--- src/rtl/aes_key_expansion_if.sv ---
// Request/response bundle between the key schedule and its consumer.
// The master drives start/cipher_key. The slave returns status and the eleven round keys.
interface aes_key_expansion_if;
    logic         start;
    logic [0:127] cipher_key;
    logic         busy;
    logic         done;
    logic         key_valid;
    logic [0:127] key_0;
    logic [0:127] key_1;
    logic [0:127] key_2;
    logic [0:127] key_3;
    logic [0:127] key_4;
    logic [0:127] key_5;
    logic [0:127] key_6;
    logic [0:127] key_7;
    logic [0:127] key_8;
    logic [0:127] key_9;
    logic [0:127] key_10;

    modport master (
        output start, cipher_key,
        input  busy, done, key_valid,
        input  key_0, key_1, key_2, key_3, key_4, key_5,
        input  key_6, key_7, key_8, key_9, key_10
    );

    modport slave (
        input  start, cipher_key,
        output busy, done, key_valid,
        output key_0, key_1, key_2, key_3, key_4, key_5,
        output key_6, key_7, key_8, key_9, key_10
    );
endinterface

--- src/rtl/aes_key_expansion.sv ---
// AES-128 key schedule that produces one round key per clock.
// All eleven round keys stay held until the next accepted start.
//
// state    | meaning
// S_IDLE   | waiting for start; round keys held, key_valid reflects last run
// S_EXPAND | writing key_1..key_10, one per clock
module aes_key_expansion (
    input  logic              clk,
    input  logic              rst_n,
    aes_key_expansion_if.slave kx
);

    typedef enum logic {S_IDLE, S_EXPAND} state_t;

    localparam logic [0:2047] SBOX_TBL = {
        128'h637c777bf26b6fc53001672bfed7ab76,
        128'hca82c97dfa5947f0add4a2af9ca472c0,
        128'hb7fd9326363ff7cc34a5e5f171d83115,
        128'h04c723c31896059a071280e2eb27b275,
        128'h09832c1a1b6e5aa0523bd6b329e32f84,
        128'h53d100ed20fcb15b6acbbe394a4c58cf,
        128'hd0efaafb434d338545f9027f503c9fa8,
        128'h51a3408f929d38f5bcb6da2110fff3d2,
        128'hcd0c13ec5f974417c4a77e3d645d1973,
        128'h60814fdc222a908846eeb814de5e0bdb,
        128'he0323a0a4906245cc2d3ac629195e479,
        128'he7c8376d8dd54ea96c56f4ea657aae08,
        128'hba78252e1ca6b4c6e8dd741f4bbd8b8a,
        128'h703eb5664803f60e613557b986c11d9e,
        128'he1f8981169d98e949b1e87e9ce5528df,
        128'h8ca1890dbfe6426841992d0fb054bb16
    };

    function automatic logic [7:0] sbox(input logic [7:0] b);
        return SBOX_TBL[{b, 3'b000} +: 8];
    endfunction

    state_t       r_state;
    logic [0:127] r_key [0:10];
    logic [0:127] r_last_key;
    logic [3:0]   r_round;
    logic [7:0]   r_rcon;
    logic         r_busy;
    logic         r_done;
    logic         r_key_valid;

    logic [0:31]  w_w3;
    logic [0:31]  w_rot;
    logic [0:31]  w_sub;
    logic [0:31]  w_t;
    logic [0:31]  w_n0;
    logic [0:31]  w_n1;
    logic [0:31]  w_n2;
    logic [0:31]  w_n3;
    logic [0:127] w_next_key;
    logic [7:0]   w_rcon_next;

    assign w_w3  = r_last_key[96:127];
    assign w_rot = {w_w3[8:31], w_w3[0:7]};
    assign w_sub = {sbox(w_rot[0:7]), sbox(w_rot[8:15]),
                    sbox(w_rot[16:23]), sbox(w_rot[24:31])};
    assign w_t   = w_sub ^ {r_rcon, 24'h000000};

    assign w_n0 = r_last_key[0:31]   ^ w_t;
    assign w_n1 = r_last_key[32:63]  ^ w_n0;
    assign w_n2 = r_last_key[64:95]  ^ w_n1;
    assign w_n3 = r_last_key[96:127] ^ w_n2;
    assign w_next_key = {w_n0, w_n1, w_n2, w_n3};

    assign w_rcon_next = {r_rcon[6:0], 1'b0} ^ (r_rcon[7] ? 8'h1b : 8'h00);

    // r_last_key mirrors the most recent write so the datapath never muxes across the key bank.
    always_ff @(posedge clk or negedge rst_n) begin
        if (!rst_n) begin
            r_state     <= S_IDLE;
            r_key       <= '{default: '0};
            r_last_key  <= '0;
            r_round     <= '0;
            r_rcon      <= 8'h01;
            r_busy      <= 1'b0;
            r_done      <= 1'b0;
            r_key_valid <= 1'b0;
        end else begin
            r_done <= 1'b0;
            case (r_state)
                S_IDLE: begin
                    if (kx.start) begin
                        r_key[0]    <= kx.cipher_key;
                        r_last_key  <= kx.cipher_key;
                        r_round     <= 4'd1;
                        r_rcon      <= 8'h01;
                        r_busy      <= 1'b1;
                        r_key_valid <= 1'b0;
                        r_state     <= S_EXPAND;
                    end
                end
                S_EXPAND: begin
                    for (int i = 1; i <= 10; i++) begin
                        if (r_round == 4'(i)) r_key[i] <= w_next_key;
                    end
                    r_last_key <= w_next_key;
                    r_rcon     <= w_rcon_next;
                    r_round    <= r_round + 4'd1;
                    if (r_round == 4'd10) begin
                        r_busy      <= 1'b0;
                        r_done      <= 1'b1;
                        r_key_valid <= 1'b1;
                        r_state     <= S_IDLE;
                    end
                end
                default: r_state <= S_IDLE;
            endcase
        end
    end

    assign kx.busy      = r_busy;
    assign kx.done      = r_done;
    assign kx.key_valid = r_key_valid;
    assign kx.key_0     = r_key[0];
    assign kx.key_1     = r_key[1];
    assign kx.key_2     = r_key[2];
    assign kx.key_3     = r_key[3];
    assign kx.key_4     = r_key[4];
    assign kx.key_5     = r_key[5];
    assign kx.key_6     = r_key[6];
    assign kx.key_7     = r_key[7];
    assign kx.key_8     = r_key[8];
    assign kx.key_9     = r_key[9];
    assign kx.key_10    = r_key[10];

endmodule

--- src/flat_wrapper.sv ---
// flat-port wrapper written by rule: the top's interface ports become plain ports
module aes_key_expansion_flat 
  (clk, rst_n, kx_start, kx_cipher_key, kx_busy, kx_done, kx_key_valid, kx_key_0, kx_key_1, kx_key_2, kx_key_3, kx_key_4, kx_key_5, kx_key_6, kx_key_7, kx_key_8, kx_key_9, kx_key_10);
  aes_key_expansion_if kx_i ();
  input  logic clk;
  input  logic rst_n;
  input wire logic [$bits(kx_i.start)-1:0] kx_start;
  input wire logic [$bits(kx_i.cipher_key)-1:0] kx_cipher_key;
  output wire logic [$bits(kx_i.busy)-1:0] kx_busy;
  output wire logic [$bits(kx_i.done)-1:0] kx_done;
  output wire logic [$bits(kx_i.key_valid)-1:0] kx_key_valid;
  output wire logic [$bits(kx_i.key_0)-1:0] kx_key_0;
  output wire logic [$bits(kx_i.key_1)-1:0] kx_key_1;
  output wire logic [$bits(kx_i.key_2)-1:0] kx_key_2;
  output wire logic [$bits(kx_i.key_3)-1:0] kx_key_3;
  output wire logic [$bits(kx_i.key_4)-1:0] kx_key_4;
  output wire logic [$bits(kx_i.key_5)-1:0] kx_key_5;
  output wire logic [$bits(kx_i.key_6)-1:0] kx_key_6;
  output wire logic [$bits(kx_i.key_7)-1:0] kx_key_7;
  output wire logic [$bits(kx_i.key_8)-1:0] kx_key_8;
  output wire logic [$bits(kx_i.key_9)-1:0] kx_key_9;
  output wire logic [$bits(kx_i.key_10)-1:0] kx_key_10;
  assign kx_i.start = kx_start;
  assign kx_i.cipher_key = kx_cipher_key;
  assign kx_busy = kx_i.busy;
  assign kx_done = kx_i.done;
  assign kx_key_valid = kx_i.key_valid;
  assign kx_key_0 = kx_i.key_0;
  assign kx_key_1 = kx_i.key_1;
  assign kx_key_2 = kx_i.key_2;
  assign kx_key_3 = kx_i.key_3;
  assign kx_key_4 = kx_i.key_4;
  assign kx_key_5 = kx_i.key_5;
  assign kx_key_6 = kx_i.key_6;
  assign kx_key_7 = kx_i.key_7;
  assign kx_key_8 = kx_i.key_8;
  assign kx_key_9 = kx_i.key_9;
  assign kx_key_10 = kx_i.key_10;
  aes_key_expansion u_core (.clk(clk), .rst_n(rst_n), .kx(kx_i));
endmodule
--- config.mk ---
export PLATFORM = sky130hd
export DESIGN_NAME = aes_key_expansion_flat
export DESIGN_NICKNAME = d
export VERILOG_FILES = /design/src/rtl/aes_key_expansion_if.sv /design/src/rtl/aes_key_expansion.sv /design/src/flat_wrapper.sv
export SDC_FILE = /design/constraint.sdc
export NUM_CORES = 2
export LEC_CHECK = 0
export BUFFER_PORTS_ARGS = -buffer_cell sky130_fd_sc_hd__buf_2
export CAP_MARGIN = 15
export CORE_AREA = 5 5 589 591
export DETAILED_ROUTE_END_ITERATION = 6
export DIE_AREA = 0 0 594 596
export GPL_TIMING_DRIVEN = 0
export PLACE_DENSITY = 0.36
export SLEW_MARGIN = 20
export SYNTH_ARGS = -nofsm -noshare
export SYNTH_HDL_FRONTEND = slang
export SYNTH_SLANG_ARGS = --single-unit
--- constraint.sdc ---
create_clock -name clk -period 6.3 [get_ports clk]
set_input_delay 0.63 -clock clk [delete_from_list [all_inputs] [get_ports clk]]
set_output_delay 0.63 -clock clk [all_outputs]
set_load 0.01 [all_outputs]
==> qor.yml <==
die-height_um: 596
die_x_um: 594
layout.filler_cells: 36780
synthFlopType: "dfrtp_1"
yosysTopAreaCell: "dfrtp_1"
worst_pin_slew_ps: 1321
grt_antenna_before_repair: 85
gr-total-overflow: 0
rsz0062_at_grt: "true"
via_count: 76790
hold_violations: 0
holdCritPathClass: "primary input to flip-flop"
timing.final.setup_violations: 13
drive_gt1_frac: 0.2553
wl_per_cell_um: 40.47
synth_top_area_frac: 0.5302
first_iter_violations: 8834
r2r_slack_ps: -100
portBuffers: 1541
cp_max_fo: 19
viasPerCell: 5.237
dieArea_sq_um: 354000
timing.fmax_mhz: 156.3
wirelength_um: 593300
r2r_start: "u_core.r_last_key[102]"
regArea_sq_um: 38840
grt_util_all_layers: 0.3214
grt_pass1_wl_um: 768400
ys_warn_count: 0
ys_async_sr_fraction: 1.000
fin_ws_ps: -96.55
cts_tree: "built"
detail_route.first_pass.iterations: 6
area_growth_pct: 33.28
ios: 1542
drc_errors: 0
stdcell_count: 14660
ant_nets: 0
cap_violations: 0
clk_pin_slew_ps: 60
synth-edff-count: 0
worst-setup-path-type: "flip-flop to flip-flop"
clk_path_buf_depth: 4
relSlewSlack: 0.1194
layout.nets: 10120
grt_pass1_vias: 73860
ys_types: 93
end_kind: "flip-flop"
clock_latency_ps: 920
cts_made_buffers: 195
clock-root-buffer: "clkbuf_16"
min_from: "kx_cipher_key[38]"
syn_area_per_cell_sq_um: 9.139
arrival_ps: 7050
ys_seq_elements: 1552
violations: "setup timing"
syn-num-nets: 8205
synthMostInstantiatedCell: "nand2_1"
yosys-top-cells-area: "dfrtp_1 (53%), o21ai_0 (9.8%), nand2_1 (9.7%), clkbuf_1 (2.9%), a21oi_1 (1.9%)"
dp_hpwl_um: 469700
start_kind: "flip-flop"
place_congestion: 1.002
syn-cell-area_sq_um: 73210
grt_max_degree: 138
final.setup_skew_ps: 104.8
critPathLaunch: "u_core.r_last_key[102]"
cts_sinks: 1552
slew_viol_final: 0
fin_crit_sh: 1.015
rows: 215
synth-seq-area-share: 0.5305
final_core_util: 0.2858
multi_input_area_sq_um: 32220
htreeDepth: 4
dp_slack_ps: -2477
period_minus_slack_ps: 6397
finalSetupTns_ps: -629.4
core_area_sq_um: 341400
cp.required_ps: 6960
yosys-top-cells-count: "nand2_1 (1885), dfrtp_1 (1551), o21ai_0 (1437)"
status: "finished, violations left"
syn_inst: 8010
initial_core_util: 0.2144
place_inst: 14230
## through the flow
stage / hold slack (ps) / area (sq um)
floorplan: 334.4 / 73210
global placement: 456.1 / 86620
detailed placement: 456.8 / 89820
CTS: 4.355 / 97260
global route: 22.33 / 97510
finish: 33.56 / 97570
## per-layer routing
metal,global-route usage,up-vias,routed length (um)
li1,-,31690,-
met5,0,-,63
met2,0.5202,4127,272300
met1,0.4005,40070,238300
met4,0.1599,10,36270
met3,0.07707,896,46330
## flip-flops by register name (all words and copies together), names as in the netlist, 4 cells and up
name               cells
u_core.kx.key_0      128
u_core.kx.key_1      128
u_core.kx.key_10     128
u_core.kx.key_2      128
u_core.kx.key_3      128
u_core.kx.key_4      128
u_core.kx.key_5      128
u_core.kx.key_6      128
u_core.kx.key_7      128
u_core.kx.key_8      128
u_core.kx.key_9      128
u_core.r_last_key    128
u_core.r_rcon          8
u_core.r_round         4
## cell families after synthesis
| logic type | share of synthesized area |
|---|---|
| simple gates | 0.1639 |
| compound gates | 0.2030 |
| flops | 0.5305 |
| buf+inv | 0.04649 |
| xor+xnor | 0.02697 |
| mux | 0.01815 |
| fa+ha+maj | 0.01094 |
## cells in the final DEF, fill, tap and decap left out, types with 29 or more instances in the layout
master / n
a211oi_1: 62
nand4_1: 36
buf_12: 37
nand2b_1: 104
clkbuf_16: 195
o21a_1: 29
o31ai_1: 33
buf_2: 1666
and2_1: 34
o21ai_0: 1435
a31oi_1: 55
inv_1: 60
o32ai_1: 35
xnor2_1: 67
mux2i_1: 58
nor3_1: 82
a311oi_1: 31
buf_4: 42
nor2_1: 223
nor2b_1: 112
o22ai_1: 51
o211ai_1: 71
buf_16: 37
a21oi_1: 282
buf_6: 46
nand3_1: 107
a21o_1: 39
xor2_1: 35
dfrtp_1: 1548
o311ai_0: 40
nand2_1: 1883
ha_1: 64
buf_1: 29
clkbuf_8: 50
clkbuf_2: 145
clkbuf_1: 444
xnor2_2: 49
clkinv_2: 35
o221ai_1: 29
## what timing repair did
| action | in CTS | in global routing |
|---|---|---|
| endpoints found under the setup margin | 1187 | 244 |
| pin swaps | 8 | 3 |
| buffers inserted | 24 | 7 |
| gates resized for setup | 105 | 34 |
| hold endpoints to repair | 131 | 0 |
| hold buffers | 28 | 0 |
## critical path, stage by stage (launching register included)
cell and delay (ps):
dfrtp_2 580, clkbuf_1 440, clkbuf_4 480, clkinvlp_4 160, buf_4 190, ha_1 380
clkbuf_2 540, nand2b_1 360, a21oi_1 110, o32ai_1 690, a221o_1 290, a41oi_1 60
mux2i_2 540, xnor3_2 600, clkbuf_2 530, a21oi_1 140
## worst paths after layout
kind                                              end  cells past startpoint
worst max-delay path            u_core.r_last_key[94]                     15
worst min-delay path              u_core.kx.key_0[89]                      3
worst max register to register  u_core.r_last_key[94]                     15
worst min register to register   u_core.kx.key_0[122]                      2
max in group asynchronous          u_core.kx.key_3[8]                      6
min in group asynchronous         u_core.kx.key_5[76]                      2
## cell type report
| type | instances | area share |
|---|---|---|
| multi-input cells | 5632 | 0.3302 |
| inverters | 70 | 0.002834 |
| repair buffers | 1722 | 0.1090 |
| clock buffers | 288 | 0.05851 |
| well taps | 4557 | 0.05844 |
| flip-flops and latches | 1552 | 0.3981 |
| clock inverters | 64 | 0.007412 |
| plain buffers | 749 | 0.03480 |
| diodes | 28 | 0.0007181 |
Power is not shown: default switching activity piles up to over one toggle a cycle in this logic, so the estimate is an artifact.
